===== src/rtl/sd_spi_pkg.sv =====
// sd_spi_pkg: shared state encoding and rate defaults for the SD-card SPI master.
package sd_spi_pkg;

    typedef enum logic [1:0] {
        IDLE = 2'd0,
        LOW  = 2'd1,
        HIGH = 2'd2
    } state_t;

    localparam int   DIV_FAST_DEF  = 1;
    localparam int   DIV_SLOW_DEF  = 64;
    localparam logic SPI_IDLE_MOSI = 1'b1;

endpackage


===== src/rtl/sd_spi_divider.sv =====
// sd_spi_divider: loadable down-counter; tick flags a zero count.
module sd_spi_divider #(
    parameter int CNTW = 7
) (
    input  logic            fclk,
    input  logic            rst_n,
    input  logic            load,
    input  logic [CNTW-1:0] load_value,
    output logic            tick
);

    logic [CNTW-1:0] cnt;

    always_ff @(posedge fclk or negedge rst_n) begin
        if (!rst_n)
            cnt <= '0;
        else if (load)
            cnt <= load_value;
        else if (cnt != '0)
            cnt <= cnt - 1'b1;
    end

    assign tick = (cnt == '0);

endmodule


===== src/rtl/sd_spi_master.sv =====
// sd_spi_master: SPI mode-0 byte shifter for the SD card, slow init / fast data rates.
module sd_spi_master
    import sd_spi_pkg::*;
#(
    parameter int DIV_FAST = DIV_FAST_DEF,
    parameter int DIV_SLOW = DIV_SLOW_DEF,
    parameter int CNTW     = 7
) (
    input  logic       fclk,
    input  logic       rst_n,
    input  logic       sd_start,
    input  logic [7:0] sd_datain,
    input  logic       speed,
    output logic [7:0] sd_dataout,
    output logic       busy,
    output logic       done,
    output logic       sdclk,
    output logic       sddo,
    input  logic       sddi
);

    localparam logic [CNTW-1:0] FAST_M1 = CNTW'(DIV_FAST - 1);
    localparam logic [CNTW-1:0] SLOW_M1 = CNTW'(DIV_SLOW - 1);

    state_t          state_q, state_d;
    logic [CNTW-1:0] half_q, load_value;
    logic [6:0]      txsr;
    logic [7:0]      rxsr;
    logic [2:0]      bitcnt;
    logic            load, tick, last_bit;

    sd_spi_divider #(.CNTW(CNTW)) u_div (
        .fclk       (fclk),
        .rst_n      (rst_n),
        .load       (load),
        .load_value (load_value),
        .tick       (tick)
    );

    assign last_bit = (bitcnt == 3'd7);

    always_comb begin
        state_d    = state_q;
        load       = (state_q == IDLE) ? sd_start : tick;
        load_value = (state_q == IDLE) ? (speed ? FAST_M1 : SLOW_M1) : half_q;
        case (state_q)
            IDLE:    state_d = sd_start ? LOW : IDLE;
            LOW:     state_d = tick ? HIGH : LOW;
            HIGH:    state_d = tick ? (last_bit ? IDLE : LOW) : HIGH;
            default: state_d = IDLE;
        endcase
    end

    always_ff @(posedge fclk or negedge rst_n) begin
        if (!rst_n)
            state_q <= IDLE;
        else
            state_q <= state_d;
    end

    // txsr holds only the bits not yet placed on sddo; sddo itself carries the current bit
    always_ff @(posedge fclk or negedge rst_n) begin
        if (!rst_n) begin
            txsr       <= 7'h7F;
            rxsr       <= 8'hFF;
            bitcnt     <= '0;
            half_q     <= '0;
            sd_dataout <= 8'hFF;
            busy       <= 1'b0;
            done       <= 1'b0;
            sdclk      <= 1'b0;
            sddo       <= SPI_IDLE_MOSI;
        end else begin
            done <= 1'b0;
            if (state_q == IDLE && sd_start) begin
                txsr   <= sd_datain[6:0];
                sddo   <= sd_datain[7];
                half_q <= load_value;
                busy   <= 1'b1;
                bitcnt <= '0;
            end else if (state_q == LOW && tick) begin
                sdclk <= 1'b1;
                rxsr  <= {rxsr[6:0], sddi};
            end else if (state_q == HIGH && tick) begin
                sdclk <= 1'b0;
                if (last_bit) begin
                    sd_dataout <= rxsr;
                    sddo       <= SPI_IDLE_MOSI;
                    busy       <= 1'b0;
                    done       <= 1'b1;
                end else begin
                    txsr   <= {txsr[5:0], 1'b1};
                    sddo   <= txsr[6];
                    bitcnt <= bitcnt + 3'd1;
                end
            end
        end
    end

endmodule


===== config.mk =====
export PLATFORM = sky130hd
export DESIGN_NAME = sd_spi_master
export DESIGN_NICKNAME = d
export VERILOG_FILES = /design/src/rtl/sd_spi_pkg.sv /design/src/rtl/sd_spi_divider.sv /design/src/rtl/sd_spi_master.sv
export SDC_FILE = /design/constraint.sdc
export NUM_CORES = 1
export LEC_CHECK = 0
export CORE_MARGIN = 10
export CORE_UTILIZATION = 31
export DETAILED_ROUTE_END_ITERATION = 8
export HOLD_SLACK_MARGIN = 0.08
export PLACE_DENSITY = 0.48
export REMOVE_ABC_BUFFERS = 1
export SYNTH_ARGS = -nofsm -noshare
export SYNTH_HDL_FRONTEND = slang
export SYNTH_SLANG_ARGS = --single-unit
export TNS_END_PERCENT = 50

===== constraint.sdc =====
create_clock -name fclk -period 2.5 [get_ports fclk]
set_clock_uncertainty 0.1 [all_clocks]
set_input_delay 0.5 -clock fclk [delete_from_list [all_inputs] [get_ports fclk]]
set_output_delay 0.5 -clock fclk [all_outputs]
set_load 0.005 [all_outputs]

==> results.toml <==
[min_path]
hold_path.class = "input port to asynchronous set/reset pin"

[floorplan]
dieArea_um2 = 10600
core-area_um2 = 6760
die_h_um = 103
boundaryPins = 25
rows = 30
die_w_um = 103
start_util_pct = 31.6

[worst_setup_path]
r2r_setup_slack_ns = 0.51
worstPathRequired_ns = 2.55
start_kind = "flop"
r2r_end = "state_q[0]$_DFF_PN0_"
reg2regPathDepth = 6
path_class = "flop to flop"
end_kind = "flop"
r2r-start = "bitcnt[0]$_DFFE_PN0P_"
path_max_fanout = 8
arrival_ns = 2.04

[global_route]
antenna_found_initial = 0
first_global_vias = 1461
grt_max_degree = 25
grt.total_usage_pct = 8.26
overflow = 0
grt_pass1_wl_um = 7000

[cells_and_area]
drive_above_1_share_pct = 25.4
syn_to_final_growth_pct = 20.0
n_antenna_cell = 0
final_nets = 225
post-route-util_pct = 37.9
design_area_um2 = 2560

[clock_tree]
cts_setup_buffers = 0
hold_buffers = 0
cts_buffers = 5
clock_latency_ns = 0.30
cts_num_sinks = 46
post_cts_resized = 0
clk_path_buf_depth = 2
cts_tree = "built"
path_clk_slew_ns = 0.09
ctsRootBufferMaster = "clkbuf_8"
cts-htree-levels = 2

[pwr]
ir_drop_uv = 485
p_switching_w = 0.000780
power_density_nw_per_um2 = 893
p_seq_share_pct = 51.1
p_leak_nw = 1.15
p_int_w = 0.00151
clock_power_share_pct = 19.8
swShare_pct = 34.1
power_frac_comb_pct = 29.1

[routing]
drt-total-wl_um = 4120
drtIter0Drc = 56
vias_per_cell = 4.88
wl_per_cell_um = 14.3
dr_total_vias = 1409
drt_pass1_iterations = 4
final_antenna_net_count = 0
drc = 0

[synthesis]
ys_types = 43
seq_area_frac_synth_pct = 55.4
ys.warnings.count = 0
yosys-top-cells-area = "dfstp_2 (30%), dfrtp_1 (26%), mux2_4 (5.6%)"
syn_inst = 181
synth_seq_cells = 46
synth_area_leader_cell = "dfstp_2"
yosysTopAreaCellShare_pct = 29.6
netlist_area_um2 = 2130
synth_area_per_cell_um2 = 11.8

[place]
dp_hpwl_um = 3030
port_buffers = 24
gp_congestion = 0.797
postPlaceCellArea_um2 = 2470

[timing]
finalCriticalPeriod_ns = 1.99
fin_setup_tns_ns = 0
rsz0062_at_grt = "no"
slew_headroom_pct = 65.0
fmax_mhz = 502
setup_violations = 0
hold_viol = 0
tightest_slew_ns = 0.525
fin_crit_sh_pct = 79.6
maxSlewViolCount = 0

[status]
outcome = "finished clean"

[run]
drv_cap = 0
-- logic make-up after synthesis --
| kind of cell | synth area share, % |
|---|---|
| xor+xnor | 2.05 |
| fa+ha+maj | 2.35 |
| simple gates | 15.1 |
| compound gates | 10.0 |
| buf+inv | 2.46 |
| flops | 55.4 |
| mux | 12.7 |
-- critical path, cell delays in order (launching register included) --
cell and delay, ns:
dfrtp_1 0.39, ha_1 0.16, ha_1 0.32, inv_1 0.07, a41oi_1 0.21, or2_0 0.42, o21ai_0 0.16
-- routing by layer --
metal / vias up / track usage (%) / wire, µm
met2: 24 / 12.9 / 1870
met1: 692 / 10.8 / 2000
li1: 688 / - / -
met3: 5 / 2.48 / 219
met4: 0 / 2.25 / 33
met5: - / 0 / 0
-- registers in the layout, summed over array words and instances (netlist names), 2 cells and up --
register / flops
txsr: 7
state_q: 2
u_div.cnt: 7
sd_dataout: 8
rxsr: 8
bitcnt: 3
half_q: 7
-- how the worst max path moves through the flow --
stage / from / endpoint / slack, ns / cells past startpoint
floorplan: u_div.cnt[5]$_DFFE_PN0P_ / sd_dataout[0]$_DFFE_PN1P_ / 0.63 / 4
global placement: sd_start / u_div.cnt[1]$_DFFE_PN0P_ / 0.26 / 5
detailed placement: sd_start / txsr[1]$_DFFE_PN1P_ / 0.23 / 6
CTS: bitcnt[0]$_DFFE_PN0P_ / state_q[0]$_DFF_PN0_ / 0.50 / 6
global route: bitcnt[0]$_DFFE_PN0P_ / state_q[0]$_DFF_PN0_ / 0.35 / 6
finish: bitcnt[0]$_DFFE_PN0P_ / state_q[0]$_DFF_PN0_ / 0.51 / 6
-- power groups by stage --
stage | Combinational [W] | Clock, W | Sequential [W]
floorplan | 0.000507 | 0 | 0.00113
global placement | 0.000672 | 0 | 0.00119
detailed placement | 0.000670 | 0 | 0.00119
CTS | 0.000674 | 0.000477 | 0.00117
global route | 0.000766 | 0.000498 | 0.00121
finish | 0.000665 | 0.000452 | 0.00117
-- per-stage QoR --
stage                     cells  power, W  hold slack (ns)  setup WS [ns]
after floorplan             174   0.00164            0.104          0.634
after global placement      281   0.00186            0.368          0.260
after detailed placement    281   0.00186            0.375          0.234
after CTS                   289   0.00232           0.0872          0.499
after global routing        289   0.00247            0.103          0.351
final                       289   0.00229           0.0798          0.510
-- cell type report --
cell class | count | area [µm²]
fillers | 672 | 4200
flip-flops and latches | 46 | 1180
multi-input cells | 123 | 900
repair buffers | 27 | 270
well taps | 80 | 100
clock buffers | 5 | 68.8
clock inverters | 3 | 21.3
inverters | 5 | 18.8
-- Yosys cell counts, drive strengths merged --
| cell | instances |
|---|---|
| or2 | 1 |
| clkbuf | 6 |
| inv | 4 |
| a32oi | 3 |
| nor3b | 1 |
| a32o | 1 |
| nor2 | 9 |
| o31ai | 1 |
| o21a | 1 |
| or4 | 1 |
| a21o | 1 |
| o221ai | 1 |
| buf | 1 |
| a22oi | 1 |
| xnor2 | 2 |
| dfrtp | 22 |
| a41oi | 1 |
| nor4 | 4 |
| a21oi | 5 |
| o21ai | 17 |
| mux2i | 6 |
| nand2b | 3 |
| nand2 | 26 |
| mux2 | 16 |
| nor3 | 4 |
| clkinv | 1 |
| and2 | 2 |
| a31oi | 2 |
| xor2 | 3 |
| ha | 4 |
| a21boi | 1 |
| or3b | 1 |
| nand3 | 3 |
| nor2b | 2 |
| dfstp | 24 |
-- layout by cell type, fill, tap and decap left out, drive strengths merged --
cell | Yosys | final
a31oi | 2 | 2
clkdlybuf4s50 | 0 | 23
o31ai | 1 | 1
dfrtp | 22 | 22
a41oi | 1 | 1
or3b | 1 | 1
o21ai | 17 | 17
nand2 | 26 | 26
inv | 4 | 4
a21boi | 1 | 1
nor3b | 1 | 1
o221ai | 1 | 1
nor2 | 9 | 9
mux2 | 16 | 16
xnor2 | 2 | 2
dfstp | 24 | 24
a32oi | 3 | 3
nand3 | 3 | 3
mux2i | 6 | 6
o21a | 1 | 1
a32o | 1 | 1
clkinv | 1 | 3
nor2b | 2 | 2
ha | 4 | 4
buf | 1 | 4
clkbuf | 6 | 5
clkinvlp | 0 | 1
and2 | 2 | 2
nor3 | 4 | 4
a22oi | 1 | 1
or4 | 1 | 1
nand2b | 3 | 3
a21o | 1 | 1
nor4 | 4 | 4
or2 | 1 | 1
a21oi | 5 | 5
xor2 | 3 | 3
Note: power is estimated with default switching activity, not from simulation.
